==> src/rtl/btn_conditioner.sv <==
// Button/switch conditioner: synchronises a raw asynchronous level into clk,
// debounces it, and produces a clean level, edge/long-press pulses and a press count.
module btn_conditioner #(
  parameter int SYNC_STAGES     = 2,
  parameter int DEBOUNCE_CYCLES = 16,
  parameter int DB_W            = 16,
  parameter int LONG_CYCLES     = 64,
  parameter int LONG_W          = 24,
  parameter int CNT_W           = 8
) (
  input  logic             clk,
  input  logic             rstn,
  input  logic             btn_in,
  output logic             level_out,
  output logic             rise_pulse,
  output logic             fall_pulse,
  output logic             long_pulse,
  output logic [CNT_W-1:0] press_count
);

  typedef enum logic [1:0] {IDLE, PRESS_WAIT, PRESSED, RELEASE_WAIT} state_e;

  localparam logic [DB_W-1:0]   DB_LAST  = DB_W'(DEBOUNCE_CYCLES - 1);
  localparam logic [LONG_W-1:0] LONG_MAX = LONG_W'(LONG_CYCLES);
  localparam logic [LONG_W-1:0] LONG_PRE = LONG_W'(LONG_CYCLES - 1);

  logic [SYNC_STAGES-1:0] sync_q;
  logic                   btn_sync;
  state_e                 state_q, state_d;
  logic [DB_W-1:0]        db_cnt_q, db_cnt_d;
  logic [LONG_W-1:0]      hold_cnt_q, hold_cnt_d;
  logic                   level_q, level_d;
  logic                   rise_q, rise_d, fall_q, fall_d, long_q, long_d;
  logic [CNT_W-1:0]       cnt_q, cnt_d;

  // btn_in enters stage 0; only the last stage is considered metastability-safe
  always_ff @(posedge clk or negedge rstn) begin
    if (!rstn) sync_q <= '0;
    else       sync_q <= {sync_q[SYNC_STAGES-2:0], btn_in};
  end
  assign btn_sync = sync_q[SYNC_STAGES-1];

  always_ff @(posedge clk or negedge rstn) begin
    if (!rstn) begin
      state_q    <= IDLE;
      db_cnt_q   <= '0;
      hold_cnt_q <= '0;
      level_q    <= 1'b0;
      rise_q     <= 1'b0;
      fall_q     <= 1'b0;
      long_q     <= 1'b0;
      cnt_q      <= '0;
    end else begin
      state_q    <= state_d;
      db_cnt_q   <= db_cnt_d;
      hold_cnt_q <= hold_cnt_d;
      level_q    <= level_d;
      rise_q     <= rise_d;
      fall_q     <= fall_d;
      long_q     <= long_d;
      cnt_q      <= cnt_d;
    end
  end

  always_comb begin
    state_d    = state_q;
    db_cnt_d   = db_cnt_q;
    hold_cnt_d = hold_cnt_q;
    level_d    = level_q;
    rise_d     = 1'b0;
    fall_d     = 1'b0;
    long_d     = 1'b0;
    cnt_d      = cnt_q;
    case (state_q)
      IDLE: begin
        if (btn_sync) begin
          state_d  = PRESS_WAIT;
          db_cnt_d = DB_W'(1);
        end
      end
      PRESS_WAIT: begin
        if (!btn_sync) begin
          state_d  = IDLE;
          db_cnt_d = '0;
        end else if (db_cnt_q == DB_LAST) begin
          state_d    = PRESSED;
          db_cnt_d   = '0;
          level_d    = 1'b1;
          rise_d     = 1'b1;
          cnt_d      = cnt_q + CNT_W'(1);
          hold_cnt_d = '0;
        end else begin
          db_cnt_d = db_cnt_q + DB_W'(1);
        end
      end
      PRESSED: begin
        if (!btn_sync) begin
          state_d  = RELEASE_WAIT;
          db_cnt_d = DB_W'(1);
        end else if (hold_cnt_q < LONG_MAX) begin
          // saturating at LONG_MAX keeps long_pulse to one per press
          hold_cnt_d = hold_cnt_q + LONG_W'(1);
          long_d     = (hold_cnt_q == LONG_PRE);
        end
      end
      RELEASE_WAIT: begin
        // a rejected release glitch resumes the hold count where it was
        if (btn_sync) begin
          state_d  = PRESSED;
          db_cnt_d = '0;
        end else if (db_cnt_q == DB_LAST) begin
          state_d  = IDLE;
          db_cnt_d = '0;
          level_d  = 1'b0;
          fall_d   = 1'b1;
        end else begin
          db_cnt_d = db_cnt_q + DB_W'(1);
        end
      end
      default: state_d = IDLE;
    endcase
  end

  assign level_out   = level_q;
  assign rise_pulse  = rise_q;
  assign fall_pulse  = fall_q;
  assign long_pulse  = long_q;
  assign press_count = cnt_q;

endmodule

==> config.mk <==
export PLATFORM = sky130hd
export DESIGN_NAME = btn_conditioner
export DESIGN_NICKNAME = d
export VERILOG_FILES = /design/src/rtl/btn_conditioner.sv
export SDC_FILE = /design/constraint.sdc
export NUM_CORES = 1
export LEC_CHECK = 0
export ABC_CLOCK_PERIOD_IN_PS = 6000
export BUFFER_PORTS_ARGS = -buffer_cell sky130_fd_sc_hd__buf_2
export CAP_MARGIN = 15
export CORE_UTILIZATION = 40
export DETAILED_ROUTE_END_ITERATION = 8
export HOLD_SLACK_MARGIN = 0.05
export PLACE_DENSITY_LB_ADDON = 0.3
export SLEW_MARGIN = 10
export SYNTH_ARGS = -nofsm -noshare
export SYNTH_HDL_FRONTEND = slang
export SYNTH_SLANG_ARGS = --single-unit
==> constraint.sdc <==
create_clock -name clk -period 6 [get_ports clk]
set_input_delay 0.9 -clock clk [delete_from_list [all_inputs] [get_ports clk]]
set_output_delay 0.9 -clock clk [all_outputs]
set_load 0.03 [all_outputs]
==> results.txt <==
----------------------------------------------------
[Timing]
  Final worst path period need ... approximately 2.5 ns
  Number of endpoints with negative hold slack in the final report ... 0
  Fin. max-slew vios ... 0
  Worst-case clock skew ... 0.00920 ns
  Setup violators final ... 0
  Share of the cycle needed by the critical path after routing ... 41.5%
  Actual slew at the worst max-slew pin ... 0.760 ns
  Slew Limit Headroom ... 48.9%
  Unrepaired setup endpoints after global routing ... no
  Achievable clock frequency ... 0.401 GHz
  Sum of negative setup slack ... 0 ns

[Power]
  Switching portion of total power ... 20.0%
  Register share of total power ... 55.9%
  Ratio of total power to cell area ... between 200 and 300 mW/mm2
  Switching Power ... 0.138 mW
  Worst voltage drop across the vdd grid ... 0.0900 mV
  Clock power share ... 40.5%
  Lkg Pwr ... 1.38 nW
  Proportion of power drawn by combinational gates ... between 3 and 4%
  Pwr Total ... roughly 0.69 mW
  Internal cell power ... 0.553 mW

[Floorplanning]
  Initial standard-cell utilization of the core ... 41.7%
  Core Rows ... 28
  Die Footprint ... 0.00653 mm2
  Core footprint ... 0.00596 mm2
  Die Height ... 80.8 um
  Num ports ... 15
  Width of the die ... 80.8 um

[Critical path]
  Launching element of the worst setup path ... db_cnt_q[6]
  Category of the most critical setup path ... reg -> reg
  Worst setup SP type ... flip-flop
  Maximum fanout along the worst path ... 8
  Worst reg-to-reg path cell count ... 5
  Critical R2R Capture ... hold_cnt_q[1]
  Reg2reg start ... db_cnt_q[6]
  Worst-case register-to-register setup slack ... approximately 3.5 ns
  Data arrival, critical path ... 2.69 ns
  Critical Path End Type ... flip-flop
  Critical path data required time ... 6.20 ns

[Logic synthesis]
  Netlist Area Pre-Place ... ~0.0025 mm2
  Top cell type's share of synthesized area ... 56.4%
  Dominant synthesized flop cell ... sky130_fd_sc_hd__dfrtp_1
  Number of enable flip-flop cells after synthesis ... 0
  Post-synth ARST share ... 100%
  Yosys cell types ... 43
  Synth Instances ... 229
  Mapped Nets ... 235
  Flop and latch count out of synthesis ... 56
  Cells taking the most area after synthesis ... sky130_fd_sc_hd__dfrtp_1, sky130_fd_sc_hd__nor2b_1, sky130_fd_sc_hd__nand2_1
  Leading cell type by number of instances after synthesis ... sky130_fd_sc_hd__dfrtp_1
  Yosys warns ... 0
  Average footprint of a synthesized cell ... between 10 and 15 um2
  Most numerous cell types in the synthesized netlist ... sky130_fd_sc_hd__dfrtp_1, sky130_fd_sc_hd__nand2_1, sky130_fd_sc_hd__nor2b_1, sky130_fd_sc_hd__nor2_1, sky130_fd_sc_hd__nand3_1
  Register area share after synthesis ... a little under three fifths
  Dominant cell type by area after synthesis ... sky130_fd_sc_hd__dfrtp_1

[Clocking]
  Cts repair resizes ... 0
  Count of hold-fix buffers inserted at cts ... 0
  Sink count of the clock tree ... 56
  Clock-pin slew of the registers on the worst-case setup and hold paths ... around 0.10 ns
  Max Buffers Root-to-Sink ... 2
  Clock root buffer ... sky130_fd_sc_hd__clkbuf_8
  TritonCTS clock tree ... done
  H-tree levels ... 2
  Post-CTS setup buffers ... 0
  TritonCTS Buffers ... 5
  Clk Latency, worst-skew pair ... 0.31 ns

[Global routing]
  Overall overflow remaining after global route ... 0
  Initial antenna violation count ... 0
  Maximum number of pins on one net before global-route repair ... 38
  Wire length of the first global-routing pass ... 7400 um
  GRT Resource Usage Total ... between 10% and 20%
  Number of global-route vias before repair ... 1,653

[Min path]
  Worst min-delay path class ... reg -> reg
  Min-Delay Startpoint ... sync_q[0]
  Number of cells on the worst hold path ... 0
  Endpoint, Worst Hold ... sync_q[1]

[Finish]
  Final cell count without fillers ... 321
  Number of diodes added for antenna fixing ... 0
  Growth of design area from synthesis to finish ... 10.8%
  Share of cells above drive strength 1 ... 13.0%
  Total Nets Final ... 252

[Place]
  RePlAce Congestion ... 0.841
  I/O Buffers ... 14
  DPL Wire Length ... 3030 um
  Total instance count after detailed placement ... 313

[Drt]
  Average detailed-routed wire length per instance ... approximately 14 um
  First-pass DRT Iterations ... 4
  Final wirelength ... 4410 um
  Post-detailed-route DRC marker count ... 0
  Number of vias after detailed routing ... 1,717
  Number of DRC violations after detailed-routing iteration 0 ... 75
  Antenna violation net count after detailed routing ... 0
  Post-detailed-route via-to-cell ratio ... between 5 and 6

[Job]
  Max-cap violations ... 0

[Status]
  Result of the run ... finished, final reports clean

----------------------------------------------------
kinds of logic after synthesis:
kind of cell | after synthesis | share of synthesized area, %
AOI/OAI and AO/OA | 37 | 9.31
adders and majority gates | 3 | 1.51
muxes | 4 | 1.76
buffers and inverters | 10 | 2.21
and+or+nand+nor | 108 | 25.0
xor gates and xnor gates | 11 | 3.88
DFF | 56 | 56.4
placed cells by master, fill, tap and decap left out, types with 2 or more instances in the layout:
master / netlist / final
sky130_fd_sc_hd__a21o_1: 2 / 2
sky130_fd_sc_hd__a21oi_1: 9 / 9
sky130_fd_sc_hd__a31oi_1: 8 / 8
sky130_fd_sc_hd__a32oi_1: 2 / 2
sky130_fd_sc_hd__and3_1: 8 / 8
sky130_fd_sc_hd__and4_1: 3 / 3
sky130_fd_sc_hd__buf_2: 2 / 14
sky130_fd_sc_hd__buf_4: 0 / 2
sky130_fd_sc_hd__bufinv_16: 0 / 2
sky130_fd_sc_hd__clkbuf_8: 0 / 5
sky130_fd_sc_hd__dfrtp_1: 56 / 56
sky130_fd_sc_hd__ha_1: 3 / 3
sky130_fd_sc_hd__inv_1: 4 / 4
sky130_fd_sc_hd__mux2_2: 3 / 3
sky130_fd_sc_hd__nand2_1: 22 / 22
sky130_fd_sc_hd__nand2b_1: 2 / 2
sky130_fd_sc_hd__nand3_1: 11 / 11
sky130_fd_sc_hd__nand4_1: 6 / 6
sky130_fd_sc_hd__nor2_1: 12 / 12
sky130_fd_sc_hd__nor2b_1: 17 / 17
sky130_fd_sc_hd__nor3_1: 5 / 5
sky130_fd_sc_hd__nor4_1: 4 / 4
sky130_fd_sc_hd__o21a_1: 2 / 2
sky130_fd_sc_hd__o21ai_0: 7 / 7
sky130_fd_sc_hd__o31ai_1: 2 / 2
sky130_fd_sc_hd__or2_2: 2 / 2
sky130_fd_sc_hd__or3_1: 3 / 3
sky130_fd_sc_hd__or4_1: 4 / 4
sky130_fd_sc_hd__or4_4: 2 / 2
sky130_fd_sc_hd__xnor2_1: 5 / 5
sky130_fd_sc_hd__xor2_1: 6 / 6
power by group through the flow:
stage	Clock (mW)	Sequential, mW	Combinational, mW
final	0.280	0.386	0.0247
after global routing	0.305	0.388	0.0290
after CTS	0.293	0.387	0.0251
after detailed placement	0	0.394	0.0250
after global placement	0	0.394	0.0253
after floorplan	0	0.393	0.0137
metrics by stage:
step	worst slack (ns)	utilization [%]	area, um2	hold WS (ns)
global route	3.39	46.2	2750	0.382
detailed placement	3.50	43.9	2620	0.336
floorplan	3.82	-	2490	0.331
CTS	3.50	46.1	2750	0.359
finish	3.51	46.2	2750	0.355
global placement	3.52	43.9	2620	0.336
worst max-delay path, cell delays in order (launching register included):
cell                       delay, ns
sky130_fd_sc_hd__dfrtp_1        0.47
sky130_fd_sc_hd__or4_4          0.56
sky130_fd_sc_hd__nor4_1         0.70
sky130_fd_sc_hd__nand2b_1       0.20
sky130_fd_sc_hd__nand2_1        0.14
sky130_fd_sc_hd__mux2_2         0.33
state kept, by name (all words and copies together) (netlist names), named ones only:
register,cells
fall_pulse,1
press_count,8
hold_cnt_q,24
state_q,1
db_cnt_q,16
level_out,1
rise_pulse,1
sync_q,2
long_pulse,1
how the worst max path moves through the flow:
stage / to / slack (ns)
after global placement: hold_cnt_q[1] / 3.52
after floorplan: press_count[1] / 3.82
after global routing: hold_cnt_q[1] / 3.39
final: hold_cnt_q[1] / 3.51
after detailed placement: hold_cnt_q[1] / 3.50
after CTS: hold_cnt_q[1] / 3.50
layer usage:
metal,routed length (um),share of wire [%],GRT usage (%)
met4,68,1.5,6.43
met2,1990,45,24.6
met1,2170,49,18.7
met3,171,3.9,3.48
met5,0,0,0
layout make-up:
| cell class | count | area (um2) |
|---|---|---|
| clock buffer | 5 | 68.8 |
| clock inverter | 2 | 60.1 |
| fill | 571 | 3200 |
| inverter | 4 | 15.0 |
| multi-input combinational | 163 | 1030 |
| sequential | 56 | 1400 |
| tap | 75 | 93.8 |
| timing repair buffer | 16 | 85.1 |
Note: power is estimated with default switching activity, not from simulation.
